--- src/rtl/pc_ctrl_pkg.sv ---
// Shared encodings, FSM state type and boot-address default for the fetch-side PC sequencer.
package pc_ctrl_pkg;

  localparam logic [1:0] PC_SRC_BOOT = 2'b00;
  localparam logic [1:0] PC_SRC_EPC  = 2'b01;
  localparam logic [1:0] PC_SRC_TRAP = 2'b10;
  localparam logic [1:0] PC_SRC_NEXT = 2'b11;

  localparam logic [31:0] BOOT_ADDRESS_DEFAULT = 32'h0000_0000;

  typedef enum logic [1:0] {
    StBoot,
    StRun,
    StRedirect
  } state_e;

endpackage

--- src/rtl/pc_ctrl_if.sv ---
// Fetch-control bundle between hazard/CSR logic, PC mux and the PC sequencer.
interface pc_ctrl_if;

  logic        ahb_ready_in;
  logic        stall_in;
  logic        branch_taken_in;
  logic        misaligned_instr_in;
  logic        trap_req_in;
  logic        mret_in;
  logic [31:0] pc_mux_in;
  logic [1:0]  pc_src_out;
  logic [31:0] pc_out;
  logic        instr_req_out;
  logic        flush_out;
  logic        misaligned_trap_out;

  // Surrounding fetch logic.
  modport master (
    output ahb_ready_in, stall_in, branch_taken_in, misaligned_instr_in,
    output trap_req_in, mret_in, pc_mux_in,
    input  pc_src_out, pc_out, instr_req_out, flush_out, misaligned_trap_out
  );

  // The sequencer itself.
  modport slave (
    input  ahb_ready_in, stall_in, branch_taken_in, misaligned_instr_in,
    input  trap_req_in, mret_in, pc_mux_in,
    output pc_src_out, pc_out, instr_req_out, flush_out, misaligned_trap_out
  );

endinterface

--- src/rtl/pc_ctrl_perf.sv ---
// Redirect and sequential-stall event counters; both wrap at 2^32.
module pc_ctrl_perf (
  input  logic        clk_in,
  input  logic        rst_in,
  input  logic        redirect_in,
  input  logic        stall_cycle_in,
  output logic [31:0] redirect_cnt_out,
  output logic [31:0] stall_cnt_out
);

  logic [31:0] redirect_cnt_q, stall_cnt_q;

  always_ff @(posedge clk_in) begin
    if (rst_in) begin
      redirect_cnt_q <= 32'd0;
      stall_cnt_q    <= 32'd0;
    end else begin
      if (redirect_in)    redirect_cnt_q <= redirect_cnt_q + 32'd1;
      if (stall_cycle_in) stall_cnt_q    <= stall_cnt_q + 32'd1;
    end
  end

  assign redirect_cnt_out = redirect_cnt_q;
  assign stall_cnt_out    = stall_cnt_q;

endmodule

--- src/rtl/pc_ctrl.sv ---
// PC register owner and next-address mux select sequencer (boot > trap > mret > next).
// Define PC_CTRL_PERF_EN to add redirect/stall performance counters.
module pc_ctrl
  import pc_ctrl_pkg::*;
#(
  parameter logic [31:0] BOOT_ADDRESS = BOOT_ADDRESS_DEFAULT
) (
  input  logic        clk_in,
  input  logic        rst_in,
  pc_ctrl_if.slave    bus
`ifdef PC_CTRL_PERF_EN
  ,
  output logic [31:0] redirect_cnt_out,
  output logic [31:0] stall_cnt_out
`endif
);

  state_e      state_q, state_d;
  logic        trap_pend_q, trap_pend_d;
  logic        mret_pend_q, mret_pend_d;
  logic [31:0] pc_q;

  logic       misaligned;
  logic       trap_any;
  logic       mret_any;
  logic [1:0] pc_src;
  logic       pc_en;
  logic       redirect;
  logic       trap_load;
  logic       mret_load;

  assign misaligned = bus.branch_taken_in & bus.misaligned_instr_in;
  assign trap_any   = bus.trap_req_in | trap_pend_q | misaligned;
  assign mret_any   = bus.mret_in | mret_pend_q;

  always_comb begin
    pc_src = PC_SRC_NEXT;
    if (state_q == StBoot) begin
      pc_src = PC_SRC_BOOT;
    end else if (trap_any) begin
      pc_src = PC_SRC_TRAP;
    end else if (mret_any) begin
      pc_src = PC_SRC_EPC;
    end
  end

  // Redirects ignore the hazard stall; only the AHB port can hold them off.
  assign pc_en = (pc_src == PC_SRC_NEXT) ? (bus.ahb_ready_in & ~bus.stall_in) : bus.ahb_ready_in;

  assign trap_load = pc_en & (pc_src == PC_SRC_TRAP);
  assign mret_load = pc_en & (pc_src == PC_SRC_EPC);
  assign redirect  = trap_load | mret_load |
                     (pc_en & (pc_src == PC_SRC_NEXT) & bus.branch_taken_in);

  always_comb begin
    state_d     = state_q;
    trap_pend_d = trap_any & ~trap_load;
    // A trap load supersedes any outstanding return.
    mret_pend_d = mret_any & ~mret_load & ~trap_load;
    case (state_q)
      StBoot: begin
        if (bus.ahb_ready_in) state_d = StRun;
      end
      StRun, StRedirect: begin
        state_d = redirect ? StRedirect : StRun;
      end
      default: state_d = StBoot;
    endcase
  end

  always_ff @(posedge clk_in) begin
    if (rst_in) begin
      state_q     <= StBoot;
      trap_pend_q <= 1'b0;
      mret_pend_q <= 1'b0;
      pc_q        <= BOOT_ADDRESS;
    end else begin
      state_q     <= state_d;
      trap_pend_q <= trap_pend_d;
      mret_pend_q <= mret_pend_d;
      if (pc_en) pc_q <= (state_q == StBoot) ? BOOT_ADDRESS : bus.pc_mux_in;
    end
  end

  assign bus.pc_src_out          = pc_src;
  assign bus.pc_out              = pc_q;
  assign bus.instr_req_out       = ~rst_in;
  assign bus.flush_out           = (state_q == StRedirect);
  assign bus.misaligned_trap_out = misaligned;

`ifdef PC_CTRL_PERF_EN
  pc_ctrl_perf u_perf (
    .clk_in           (clk_in),
    .rst_in           (rst_in),
    .redirect_in      (redirect),
    .stall_cycle_in   ((pc_src == PC_SRC_NEXT) & ~pc_en),
    .redirect_cnt_out (redirect_cnt_out),
    .stall_cnt_out    (stall_cnt_out)
  );
`endif

endmodule

--- src/flat_wrapper.sv ---
// flat-port wrapper written by rule: the top's interface ports become plain ports
module pc_ctrl_flat import pc_ctrl_pkg::*;
#(
  parameter logic [31:0] BOOT_ADDRESS = BOOT_ADDRESS_DEFAULT
)
  (clk_in, rst_in, bus_ahb_ready_in, bus_stall_in, bus_branch_taken_in, bus_misaligned_instr_in, bus_trap_req_in, bus_mret_in, bus_pc_mux_in, bus_pc_src_out, bus_pc_out, bus_instr_req_out, bus_flush_out, bus_misaligned_trap_out);
  pc_ctrl_if bus_i ();
  input  logic clk_in;
  input  logic rst_in;
  input wire logic [$bits(bus_i.ahb_ready_in)-1:0] bus_ahb_ready_in;
  input wire logic [$bits(bus_i.stall_in)-1:0] bus_stall_in;
  input wire logic [$bits(bus_i.branch_taken_in)-1:0] bus_branch_taken_in;
  input wire logic [$bits(bus_i.misaligned_instr_in)-1:0] bus_misaligned_instr_in;
  input wire logic [$bits(bus_i.trap_req_in)-1:0] bus_trap_req_in;
  input wire logic [$bits(bus_i.mret_in)-1:0] bus_mret_in;
  input wire logic [$bits(bus_i.pc_mux_in)-1:0] bus_pc_mux_in;
  output wire logic [$bits(bus_i.pc_src_out)-1:0] bus_pc_src_out;
  output wire logic [$bits(bus_i.pc_out)-1:0] bus_pc_out;
  output wire logic [$bits(bus_i.instr_req_out)-1:0] bus_instr_req_out;
  output wire logic [$bits(bus_i.flush_out)-1:0] bus_flush_out;
  output wire logic [$bits(bus_i.misaligned_trap_out)-1:0] bus_misaligned_trap_out;
  assign bus_i.ahb_ready_in = bus_ahb_ready_in;
  assign bus_i.stall_in = bus_stall_in;
  assign bus_i.branch_taken_in = bus_branch_taken_in;
  assign bus_i.misaligned_instr_in = bus_misaligned_instr_in;
  assign bus_i.trap_req_in = bus_trap_req_in;
  assign bus_i.mret_in = bus_mret_in;
  assign bus_i.pc_mux_in = bus_pc_mux_in;
  assign bus_pc_src_out = bus_i.pc_src_out;
  assign bus_pc_out = bus_i.pc_out;
  assign bus_instr_req_out = bus_i.instr_req_out;
  assign bus_flush_out = bus_i.flush_out;
  assign bus_misaligned_trap_out = bus_i.misaligned_trap_out;
  pc_ctrl #(.BOOT_ADDRESS(BOOT_ADDRESS)) u_core (.clk_in(clk_in), .rst_in(rst_in), .bus(bus_i));
endmodule
--- config.mk ---
export PLATFORM = sky130hd
export DESIGN_NAME = pc_ctrl_flat
export DESIGN_NICKNAME = d
export VERILOG_FILES = /design/src/rtl/pc_ctrl_pkg.sv /design/src/rtl/pc_ctrl_if.sv /design/src/rtl/pc_ctrl_perf.sv /design/src/rtl/pc_ctrl.sv /design/src/flat_wrapper.sv
export SDC_FILE = /design/constraint.sdc
export NUM_CORES = 1
export LEC_CHECK = 0
export CORE_MARGIN = 5
export CORE_UTILIZATION = 29
export CTS_CLUSTER_SIZE = 28
export DETAILED_ROUTE_END_ITERATION = 7
export HOLD_SLACK_MARGIN = 0.12
export SYNTH_ARGS = -nofsm -noshare
export SYNTH_HDL_FRONTEND = slang
export SYNTH_SLANG_ARGS = --single-unit
--- constraint.sdc ---
create_clock -name clk_in -period 2.4 [get_ports clk_in]
set_input_delay 0.24 -clock clk_in [delete_from_list [all_inputs] [get_ports clk_in]]
set_output_delay 0.24 -clock clk_in [all_outputs]
set_load 0.03 [all_outputs]
* Yosys cells after proc, flatten, opt, wreduce, memory -nomap -nowiden
Cells that the tools add are included.
** Word-level totals
- Input bits :: 40
- Bits in registers :: 36
- Logic and storage cells :: 38
- Output and inout bits :: 37
** Operators by class
- Bitwise operators :: 18
- Reductions and logical operators :: 2
- Muxes and demuxes :: 8
- Equality and inequality tests :: 6
** Operators with widths (number)
- 32-bit 2-to-1 mux :: 1
- 2-bit 2-to-1 mux :: 5
- 1-bit AND :: 9
- 2-bit == test (second input constant) :: 3
- 1-bit bitwise OR :: 5
- 2-bit by 1-bit == test with 1-bit output (second input constant) :: 2
- 1-bit inverter :: 4
- 2-bit case mux with 2 select lines :: 1
- 2-bit logical NOT :: 1
- 2-bit inequality test (second input constant) :: 1
- 2-bit OR reduction :: 1
- 1-bit 2-to-1 mux :: 1

* Logic depth before layout (Yosys ltp)
- Depth after elaboration :: 11
- Mapped depth :: 6
- Mapped depth without buffers :: 5

* Worst setup path after synthesis
OpenSTA, ideal clock, no wires.
- Path kind :: reg2reg
- From :: register u_core.state_q[0]
- To :: register u_core.pc_q[20] (netlist: u_core.bus.pc_out[20])
- Buffers on the path :: 1
- Slack :: 0.531 ns
- Period minus slack after synthesis :: 1.869 ns
- Cell stages (with the launch flop) :: 7
- Library setup time :: 0.072 ns
- Required time :: 2.328 ns
- Arrival :: 1.797 ns
- Cells stage by stage :: dfxtp_1 inv_1 ha_1 or4b_4 o21ai_4 buf_12 mux2i_1
** Between the ends
- Cells in the longest elaborated chain, start to end :: 4
- Elaborated cells on any way between the ends :: 5
- Those cells by class :: eq/ne (1); mux (3); reduce/logical (1)
** Ends and longest elaborated chain
- start, declared :: RTL line pc_ctrl.sv:18 : state_e state_q, state_d;
- start signal, assigned :: RTL line pc_ctrl.sv:73 : state_q <= StBoot;
- start signal, assigned :: RTL line pc_ctrl.sv:78 : state_q <= state_d;
- 2-bit logical NOT * :: RTL line pc_ctrl.sv:38, pc_ctrl.sv:81
- 2-bit 2-to-1 mux :: RTL line pc_ctrl.sv:38 : if (state_q == StBoot) begin
- 2-bit == test :: RTL line pc_ctrl.sv:48 : assign pc_en = (pc_src == PC_SRC_NEXT) ? (bus.ahb_ready_in & ~bus.stall_in) : bus.ahb_ready_in;
- 1-bit 2-to-1 mux :: RTL line pc_ctrl.sv:48
- end signal, assigned :: RTL line pc_ctrl.sv:81 : if (pc_en) pc_q <= (state_q == StBoot) ? BOOT_ADDRESS : bus.pc_mux_in;
- end, declared :: RTL line pc_ctrl.sv:21 : logic [31:0] pc_q;
Mark *: on every way between the ends. The rest lies on a longest branch, timed or not.
A chain may end at the register's enable or synchronous reset.

* Worst setup path in the final report
- From :: input port bus_branch_taken_in
- To :: output port bus_pc_src_out[0]
** Between the ends
- Cells in the longest elaborated chain, start to end :: 4
** Ends and longest elaborated chain
- start, declared :: RTL line flat_wrapper.sv:12 : input wire logic [$bits(bus_i.branch_taken_in)-1:0] bus_branch_taken_in;
- 1-bit AND :: RTL line pc_ctrl.sv:32 : assign misaligned = bus.branch_taken_in & bus.misaligned_instr_in;
- 1-bit bitwise OR :: RTL line pc_ctrl.sv:33 : assign trap_any = bus.trap_req_in | trap_pend_q | misaligned;
- 2-bit 2-to-1 mux :: RTL line pc_ctrl.sv:40 : end else if (trap_any) begin
- 2-bit 2-to-1 mux :: RTL line pc_ctrl.sv:38
- end, declared :: RTL line flat_wrapper.sv:17 : output wire logic [$bits(bus_i.pc_src_out)-1:0] bus_pc_src_out;
Every way passes these cells.

==> flow_metrics.tcl <==
set metrics [dict create \
    outcome "finished, final reports clean" \
    path_depth 4 \
    hold_depth 2 \
    place_congestion 0.738 \
    slew-limit-headroom 0.563 \
    synth.cell_area_um2 1570 \
    drt_iter0_drc 21 \
    routedWlPerCell_um 12.0 \
    required_ns 2.16 \
    synth_compound_area_frac 0.0383 \
    crit_slowest_cell "clkdlybuf4s50_1" \
    rows 26 \
    via_per_inst 4.32 \
    drv_slew 0 \
    holdCritPathClass "register to register" \
    power_frac_seq 0.428 \
    period_share 0.878 \
    ys_types 21 \
    rsz0062_at_grt "false" \
    worst_ep_arrival_time_ns 1.87 \
    cts-resized-gates 0 \
    cts_hold_buf 0 \
    core-area_um2 5170 \
    h-tree-depth 2 \
    die_w_um 83.5 \
    antenna_cells 0 \
    grt_pass1_vias 1377 \
    cp_top_family "buffers and inverters" \
    cts.clk_slew.worst_paths_ns 0.07 \
    die_h_um 83.5 \
    ys_ff_latch 36 \
    synthAdderAreaFrac 0.0239 \
    cts_buffer_depth 2 \
    finalClockSkew_ns 0.00363 \
    synth_top_family_by_area "simple AND/OR/NAND/NOR gates" \
    postCtsSetupBuffers 0 \
    drv_cap 0 \
    drtAntennaViolNets 0 \
    syn_nets 213 \
    clock.fmax_mhz 475 \
    port_buffers 76 \
    timing_hold_violations_final 0 \
    p_per_area_nw_per_um2 629 \
    slowest_delay_ns 0.68 \
    path_class "input pin to output pin" \
    ir_drop_v 0.000335 \
    cp-start-kind "input pin" \
    setup_viol 0 \
    grt_overflow_total 0 \
    antenna_found_initial 0 \
    seq_area_frac_synth 0.460 \
    period_minus_slack_ns 2.11 \
    synth-simple-area-share 0.214 \
    cts_tree "done" \
    io_pins 77 \
    post-place-ws_ns 0.276 \
    clock_power_share 0.294 \
    nets 292 \
    p_sw_uw 453 \
    p_leak_nw 0.986 \
    path_common_cell "clkdlybuf4s50_1" \
    worstPathCellList "clkdlybuf4s50_1 -> a211o_1 -> nor2_1 -> clkdlybuf4s50_1" \
    ys.warnings.count 0 \
    grt_pass1_wl_um 6460 \
    first_pass_iters 4 \
    synth_xor_xnor_area_share 0 \
    avgSynthCellArea_um2 9.22 \
    timing.final.ws_setup_ns 0.293 \
    vias 1377 \
    reg2reg_depth 6 \
    sw_frac_of_total 0.291 \
    cts-root-buf "clkbuf_8" \
    clock-sinks 36 \
    drive_gt1_frac 0.0643 \
    area_growth_syn_to_layout_pct 58.2 \
    syn-instance-count 170 \
    drt-total-wl_um 3840 \
    initial_core_util 0.303 \
    critPathBufInv 2 \
    dpl.hpwl_um 2820 \
    tns_ns 0 \
    dieArea_um2 6980 \
    synth_mux_area_frac 0.204 \
    internal_power_mw 1.11 \
    endpoint_kind "output pin" \
    worstPathMaxFanout 5 \
    cts_inserted_buffers 5 \
    drcViolationCount 0 \
    grt_max_degree 23 \
    power_frac_comb 0.278 \
    global_route.usage.total 0.112 \
    clk_latency_ns 0.29 \
    tightestPinTransition_ns 0.655 \
]
## final timing paths
path,startpoint,end,slack (ns)
worst max register to register,u_core.state_q[0],u_core.bus.pc_out[3],0.40
worst max-delay path,bus_branch_taken_in,bus_pc_src_out[0],0.29
worst min-delay path,u_core.bus.pc_out[13],u_core.bus.pc_out[13],0.46
worst min register to register,u_core.bus.pc_out[13],u_core.bus.pc_out[13],0.46
## cells in the mapped netlist
library cell / instances / area, um2
clkbuf_1: 6 / 22.5
or4b_4: 1 / 13.8
a211oi_1: 1 / 7.51
and2b_1: 1 / 7.51
o21ai_4: 1 / 16.3
dfxtp_1: 36 / 721
nor2_1: 8 / 30.0
or2b_1: 2 / 15.0
o32ai_1: 1 / 8.76
nor3_1: 1 / 5.00
nor2b_1: 1 / 6.26
a41o_1: 1 / 10.0
nand2_1: 64 / 240
inv_1: 3 / 11.3
and2_1: 2 / 12.5
a211o_1: 1 / 8.76
buf_12: 3 / 60.1
ha_1: 3 / 37.5
mux2i_1: 32 / 320
o41ai_1: 1 / 8.76
nand3_1: 1 / 5.00
## final cells by class
| class | count | area, um2 |
|---|---|---|
| inverter | 3 | 11.3 |
| sequential | 36 | 721 |
| timing repair buffer | 81 | 808 |
| tap | 70 | 87.6 |
| clock buffer | 7 | 96.3 |
| fill | 521 | 2690 |
| multi-input combinational | 122 | 756 |
## power by group through the flow
stage                     clock network, mW  logic, mW  registers (mW)
after global placement                    0      0.438           0.680
final                                 0.459      0.433           0.667
after CTS                             0.473      0.441           0.668
after floorplan                           0      0.177           0.751
after detailed placement                  0      0.439           0.681
after global routing                  0.500      0.469           0.674
## cells by family (layout without fill, tap and decap cells)
kind of cell / after synthesis / in the layout
compound gates: 6 / 6
fa+ha+maj: 3 / 3
mux: 32 / 32
simple gates: 81 / 81
flops: 36 / 36
buf+inv: 12 / 91
## sequential cells by signal (all words and copies together), names as in the netlist
name                count
u_core.trap_pend_q      1
u_core.state_q          2
u_core.mret_pend_q      1
u_core.bus.pc_out      32
## stage by stage
step,hold WS [ns],area (um2),utilization,cells,power (mW)
6_report,0.459,2480,0.479,319,1.56
5_1_grt,0.476,2480,0.479,319,1.64
4_1_cts,0.464,2480,0.479,319,1.58
3_5_place_dp,0.453,2380,0.461,312,1.12
3_3_place_gp,0.443,2380,0.461,312,1.12
2_1_floorplan,0.319,1570,-,170,0.928
## metal layers
layer | routed length [um] | track usage | vias to the layer above
met3 | 366 | 0.0513 | 6
met5 | 0 | 0 | -
li1 | - | - | 708
met2 | 1630 | 0.170 | 50
met1 | 1800 | 0.144 | 613
met4 | 45 | 0.0307 | 0
## tightest hold or removal path, delay by kind of cell (launching register included)
kind          cells  cell delay [ns]
flops             1             0.31
simple gates      1             0.05
mux               1             0.05
## placed cells by master, fill, tap and decap left out
cell and instances:
and2b_1 1, nor2_2 1, clkdlybuf4s50_1 75, or4b_4 1, or2b_1 2, a41o_1 1
nand3_1 1, inv_1 3, nor2_1 7, buf_12 1, nor2b_1 1, a211o_1 1
dfxtp_1 36, buf_4 5, o21ai_4 1, ha_1 3, nor3_1 1, o41ai_1 1
nand2_1 64, and2_1 2, mux2i_1 32, clkbuf_8 7, o32ai_1 1, a211oi_1 1
(Power assumes the default switching activity.)
